## src/rtl/smem_console_writer.sv

```systemverilog
// Writer side of the character screen memory: turns a stream of console commands
// into cursor updates and screen memory writes, including clear and one-line scroll-up.
module smem_console_writer #(
  parameter int               Ncols = 40,
  parameter int               Nrows = 30,
  parameter int               Nloc  = Ncols * Nrows,
  parameter int               Cbits = 4,
  parameter logic [Cbits-1:0] BLANK = '0,
  localparam int              AW    = $clog2(Nloc),
  localparam int              RW    = $clog2(Nrows),
  localparam int              CW    = $clog2(Ncols)
) (
  input  logic             clk,
  input  logic             reset,
  input  logic             in_valid,
  output logic             in_ready,
  input  logic [1:0]       in_cmd,
  input  logic [Cbits-1:0] in_char,
  output logic             smem_we,
  output logic [AW-1:0]    smem_wr_addr,
  output logic [Cbits-1:0] smem_wr_data,
  output logic [AW-1:0]    smem_rd_addr,
  input  logic [Cbits-1:0] smem_rd_data,
  output logic [RW-1:0]    cur_row,
  output logic [CW-1:0]    cur_col
);

  localparam logic [1:0] IDLE     = 2'd0;
  localparam logic [1:0] CLEAR    = 2'd1;
  localparam logic [1:0] SCR_COPY = 2'd2;
  localparam logic [1:0] SCR_FILL = 2'd3;

  localparam logic [1:0] CMD_PUTC    = 2'b00;
  localparam logic [1:0] CMD_NEWLINE = 2'b01;
  localparam logic [1:0] CMD_CLEAR   = 2'b10;
  localparam logic [1:0] CMD_HOME    = 2'b11;

  localparam logic [AW-1:0] ROW_STRIDE = AW'(Ncols);
  localparam logic [AW-1:0] LAST_ADDR  = AW'(Nloc - 1);
  localparam logic [AW-1:0] COPY_LAST  = AW'(Nloc - Ncols - 1);
  localparam logic [AW-1:0] FILL_FIRST = AW'(Nloc - Ncols);
  localparam logic [RW-1:0] LAST_ROW   = RW'(Nrows - 1);
  localparam logic [CW-1:0] LAST_COL   = CW'(Ncols - 1);

  logic [1:0]    state;
  logic [AW-1:0] idx;
  logic [AW-1:0] cursor_addr;

  assign in_ready    = (state == IDLE);
  assign cursor_addr = AW'(cur_row) * ROW_STRIDE + AW'(cur_col);

  // The copy reads one row below the location it writes next cycle.
  assign smem_rd_addr = (state == SCR_COPY) ? idx + ROW_STRIDE : '0;

  always_ff @(posedge clk) begin
    if (reset) begin
      state        <= IDLE;
      idx          <= '0;
      cur_row      <= '0;
      cur_col      <= '0;
      smem_we      <= 1'b0;
      smem_wr_addr <= '0;
      smem_wr_data <= '0;
    end else begin
      smem_we <= 1'b0;
      case (state)
        IDLE: begin
          if (in_valid) begin
            case (in_cmd)
              CMD_PUTC: begin
                smem_we      <= 1'b1;
                smem_wr_addr <= cursor_addr;
                smem_wr_data <= in_char;
                if (cur_col == LAST_COL) begin
                  cur_col <= '0;
                  // Writing the bottom-right cell scrolls; the char lands before the copy starts.
                  if (cur_row == LAST_ROW) begin
                    state <= SCR_COPY;
                    idx   <= '0;
                  end else begin
                    cur_row <= cur_row + 1'b1;
                  end
                end else begin
                  cur_col <= cur_col + 1'b1;
                end
              end
              CMD_NEWLINE: begin
                cur_col <= '0;
                if (cur_row == LAST_ROW) begin
                  state <= SCR_COPY;
                  idx   <= '0;
                end else begin
                  cur_row <= cur_row + 1'b1;
                end
              end
              CMD_CLEAR: begin
                cur_row <= '0;
                cur_col <= '0;
                state   <= CLEAR;
                idx     <= '0;
              end
              CMD_HOME: begin
                cur_row <= '0;
                cur_col <= '0;
              end
              default: ;
            endcase
          end
        end
        CLEAR: begin
          smem_we      <= 1'b1;
          smem_wr_addr <= idx;
          smem_wr_data <= BLANK;
          if (idx == LAST_ADDR) begin
            state <= IDLE;
            idx   <= '0;
          end else begin
            idx <= idx + 1'b1;
          end
        end
        SCR_COPY: begin
          smem_we      <= 1'b1;
          smem_wr_addr <= idx;
          smem_wr_data <= smem_rd_data;
          if (idx == COPY_LAST) begin
            state <= SCR_FILL;
            idx   <= FILL_FIRST;
          end else begin
            idx <= idx + 1'b1;
          end
        end
        SCR_FILL: begin
          smem_we      <= 1'b1;
          smem_wr_addr <= idx;
          smem_wr_data <= BLANK;
          if (idx == LAST_ADDR) begin
            state <= IDLE;
            idx   <= '0;
          end else begin
            idx <= idx + 1'b1;
          end
        end
        default: begin
          state <= IDLE;
          idx   <= '0;
        end
      endcase
    end
  end

endmodule

```

## config.mk

```make
export PLATFORM = sky130hd
export DESIGN_NAME = smem_console_writer
export DESIGN_NICKNAME = d
export VERILOG_FILES = /design/src/rtl/smem_console_writer.sv
export SDC_FILE = /design/constraint.sdc
export NUM_CORES = 1
export LEC_CHECK = 0
export ABC_CLOCK_PERIOD_IN_PS = 2550
export BUFFER_PORTS_ARGS = -buffer_cell sky130_fd_sc_hd__buf_4
export CAP_MARGIN = 10
export CORE_AREA = 3 3 72 102
export CTS_BUF_LIST = sky130_fd_sc_hd__clkbuf_4
export CTS_CLUSTER_SIZE = 28
export DETAILED_ROUTE_END_ITERATION = 8
export DIE_AREA = 0 0 75 105
export HOLD_SLACK_MARGIN = 0.15
export PLACE_DENSITY_LB_ADDON = 0.3
export SYNTH_ARGS = -nofsm -noshare
export SYNTH_HDL_FRONTEND = slang
export SYNTH_SLANG_ARGS = --single-unit
export TNS_END_PERCENT = 100
```

## constraint.sdc

```tcl
create_clock -name clk -period 2.55 [get_ports clk]
set_input_delay 0.765 -clock clk [delete_from_list [all_inputs] [get_ports clk]]
set_output_delay 0.765 -clock clk [all_outputs]
set_load 0.01 [all_outputs]
```

# Word-level counts from Yosys, hierarchy flattened
# Index checks and enable logic that the tools add are counted.
# classes
add_sub_neg,5
multipliers,1
n_eq_ne,17
mux,29
reduce_logical,11
# op_table
operator,n
11-bit two-way mux,8
11-bit one-hot mux with 3 select lines,2
11-bit equality test (second input constant),2
11-bit one-hot mux with 2 select lines,1
5-bit one-hot mux with 3 select lines,1
2-bit one-hot mux with 3 select lines,2
4-bit one-hot mux with 3 select lines,1
6-bit one-hot mux with 2 select lines,1
11-bit by 1-bit adder with 11-bit output (second input constant),1
11-bit by 6-bit adder with 11-bit output,1
11-bit by 6-bit adder with 11-bit output (second input constant),1
2-bit two-way mux,5
5-bit two-way mux,2
2-bit equality test (second input constant),4
5-bit by 3-bit multiplier with 8-bit output (second input constant),1
4-bit two-way mux,2
6-bit by 1-bit adder with 6-bit output (second input constant),1
6-bit equality test (second input constant),1
6-bit two-way mux,1
2-bit by 1-bit != test with 1-bit output (second input constant),3
3-bit AND reduction,2
3-bit OR reduction,2
5-bit by 1-bit adder with 5-bit output (second input constant),1
5-bit equality test (second input constant),1
10 further kinds,16
# totals
ff_bits,40
out_inout_bits,39
word_cells,70

# Logic depth before layout (Yosys ltp)
# logic_depth
word_depth,6
mapped_depth,8

# Worst setup path before layout
# OpenSTA, ideal clock, no wires.
# synth_path
kind,register to register
start,register cur_row[1]
end,register smem_wr_addr[9]
arrival_ps,2148
t_required_ps,2449
slack_ps,301
stages_incl_launch_ff,8
n_path_buf,0
period_less_slack_ps,2249
path_cell_list,dfxtp_1 ha_1 ha_1 fa_1 xnor2_1 nor4b_1 xnor2_1 o41ai_1
# synth_between
elab_chain_len,5
# synth_rtl
element,line_no,text
from (decl),24,"output logic [RW-1:0] cur_row,"
from (signal assigned),81,cur_row <= cur_row + 1'b1;
from (signal assigned),93,cur_row <= cur_row + 1'b1;
5-bit by 3-bit multiplier with 8-bit output,50,assign cursor_addr = AW'(cur_row) * ROW_STRIDE + AW'(cur_col);
11-bit by 6-bit adder with 11-bit output,50,
11-bit two-way mux,69,case (in_cmd)
11-bit two-way mux,68,if (in_valid) begin
11-bit one-hot mux with 2 select lines,66,case (state)
to (signal assigned),72,smem_wr_addr <= cursor_addr;
to (signal assigned),112,smem_wr_addr <= idx;
to (signal assigned),123,smem_wr_addr <= idx;
to (decl),20,"output logic [AW-1:0] smem_wr_addr,"
# No other way between the ends. The select of a mux whose other input is x is not followed.
# A chain may end at the register's enable or synchronous reset.

# Worst setup path in the final report
# layout_path
start,register idx[6]
end,output port smem_rd_addr[8]
# layout_between
elab_chain_len,2
# layout_rtl
element,line_no,text
from (decl),46,logic [AW-1:0] idx;
from (signal assigned),118,idx <= idx + 1'b1;
from (signal assigned),129,idx <= idx + 1'b1;
from (signal assigned),140,idx <= idx + 1'b1;
11-bit by 6-bit adder with 11-bit output,53,assign smem_rd_addr = (state == SCR_COPY) ? idx + ROW_STRIDE : '0;
11-bit two-way mux,53,
to (decl),22,"output logic [AW-1:0] smem_rd_addr,"
# No other way between the ends.

==> results.yml <==
timing:
  finalCritPeriodShare: 0.9434
  fin_setup_tns_ns: 0
  fin_skew_ns: 0.01478
  setup_violations: 0
  fin_crit_ns: 2.406
  tightest_slew_ns: 0.5351
  hold_viol_final: 0
  max_freq_mhz: 415.7
  relSlewSlack: 0.6429
  drv_slew: 0
  rsz0062_at_grt: "false"
placement:
  hpwl_um: 4864
  portBuffers: 51
  placed_cells: 421
  gp_congestion: 0.8726
floorplan:
  rows: 35
  core_region_area_sq_um: 6525
  dieHeight_um: 105
  io_pins: 52
  start_util: 0.3954
  dieArea_sq_um: 7875
  die_w_um: 75
cts:
  numClockSinks: 40
  cts_buffers: 5
  post_cts_buffers: 0
  cts-root-buf: "clkbuf_4"
  clk_pin_slew_worst_paths_ns: 0.13
  insertion_delay_ns: 0.36
  cts.htree.levels: 2
  tritoncts: "built"
  cts_hold_buf: 0
  clock_path_buffers: 2
detailed_routing:
  drt-initial-drc-count: 151
  vias: 2379
  via_per_inst: 5.545
  drcViolationCount: 0
  routedWlPerCell_um: 15.21
  final_antenna_net_count: 0
  wl_um: 6526
  drt_pass1_iterations: 4
worst_setup_path:
  path_cells: "nand2_1 -> or3_1 -> a21oi_1 -> buf_4"
  cp-end-kind: "primary output"
  crit_type: "flip-flop to primary output"
  critPathLaunchType: "flip-flop"
  arrival_ns: 1.64
  rr_worst_depth: 6
  required_ns: 1.79
  cp_max_fo: 9
  slowest_delay_ns: 0.51
  cp_slowest_cell: "dfxtp_1"
job:
  drv_cap: 0
finish:
  layout.nets: 383
  fin_cells: 429
  drive_gt1_frac: 0.2338
  layout_commonest_cell: "buf_4"
  n_antenna_cell: 0
  syn2layout_area_growth_pct: 18.72
  mostFrequentLayoutCells: "buf_4 (59), nor2_1 (39), dfxtp_1 (37)"
worst_hold_path:
  timing.hold.worst.class: "flip-flop to flip-flop"
  min_path_cells: 2
power_and_ir_drop:
  power_density_nw_per_um2: 589.7
  peakVddDrop_mv: 0.2458
  power_leakage_nw: 1.271
yosys:
  ys_ff_latch: 40
  syn-cell-area_sq_um: 2580
  ys_async_sr_fraction: 0
  syn_inst: 307
  syn_area_per_cell_sq_um: 8.404
  yosysWarnings: 0
  synth_cell_types: 58
  synth_edf_count: 0
  syn_nets: 336
  ys_seq_area_frac: 0.3104
  synth_ff_type: "dfxtp_1"
global_routing:
  antenna_found_initial: 0
  grt_max_degree: 33
  grt_pass1_vias: 2279
  grt_pass1_wl_um: 11030
  grt_remaining_overflow: 0
  grt.total_usage: 0.1748
status:
  status: "finished, final reports clean"
==> power breakdown <==
group / switching [W] / internal, W
sequential: 0.0000717 / 0.000696
combinational: 0.000349 / 0.000272
clock: 0.000216 / 0.000200
total: 0.000637 / 0.00117
==> critical path: cells and delay by family (launching register included) <==
family | cells | cell delay [ns]
flip-flops | 1 | 0.51
buffers and inverters | 1 | 0.14
AND/OR/NAND/NOR | 2 | 0.49
AO/OA/AOI/OAI | 1 | 0.15
==> state kept, by name, indices dropped and copies added (netlist names) <==
| name | count |
|---|---|
| cur_col | 6 |
| idx | 11 |
| smem_wr_data | 4 |
| smem_we | 1 |
| state | 2 |
| cur_row | 5 |
| smem_wr_addr | 11 |
==> through the flow <==
step                setup slack, ns  cell area, sq um  hold WS (ns)  total power [W]  utilization
floorplan                    0.3015              2580        0.4740         0.001193            -
global placement             0.4241              2984        0.4776         0.001406       0.4573
detailed placement           0.3682              2984        0.4827         0.001408       0.4573
CTS                         0.03412              3059        0.4997         0.001820       0.4688
global route                0.02665              3063        0.5266         0.001917       0.4694
finish                       0.1443              3063        0.5009         0.001806       0.4694
==> layer usage <==
layer	track usage	routed length, um	part of all wire	vias up
li1	-	-	-	1186
met1	0.2245	2770	0.42	1139
met2	0.2968	3431	0.53	45
met3	0.02502	227	0.035	9
met4	0.04707	97	0.015	0
met5	0	0	0	-
==> final timing paths <==
kind	from	endpoint	slack [ns]
worst max-delay path	idx[6]	smem_rd_addr[8]	0.14
worst min-delay path	smem_wr_addr[0]	smem_wr_addr[0]	0.50
worst max register to register	cur_row[4]	smem_wr_addr[9]	0.34
worst min register to register	smem_wr_addr[0]	smem_wr_addr[0]	0.50
==> Yosys cell counts (all sizes together), types with 5 or more instances <==
library cell | number | share of area
o21ai | 12 | 0.023
a21oi | 21 | 0.041
dfxtp | 40 | 0.31
xor2 | 9 | 0.031
and2 | 5 | 0.012
a21o | 5 | 0.016
nor3 | 20 | 0.049
or3 | 7 | 0.019
a31oi | 6 | 0.020
buf | 13 | 0.033
nand2 | 29 | 0.042
ha | 14 | 0.068
inv | 6 | 0.0087
xnor2 | 9 | 0.031
nand3 | 12 | 0.023
mux2i | 6 | 0.023
clkbuf | 6 | 0.018
nor2 | 40 | 0.061
a311oi | 5 | 0.017
==> what timing repair did <==
action,4_1_cts,5_1_grt
endpoints found under the setup margin,0,4
hold endpoints to repair,0,0
resized for setup,0,3
==> final cells by class <==
type                       instances  area [sq um]
inverter                           6         22.52
timing repair buffer              59         442.9
fill                             660          3462
tap                               74         92.59
sequential                        40         804.5
clock inverter                     3         37.54
clock buffer                       5         37.54
multi-input combinational        242          1625
==> cells by family after synthesis <==
family,Yosys count,synth area share
flops,40,0.3104
simple gates,139,0.2963
mux,6,0.02328
fa+ha+maj,16,0.08342
compound gates,63,0.1659
xor+xnor,18,0.06111
buf+inv,25,0.05965
Power figures use the tool's default switching activity.
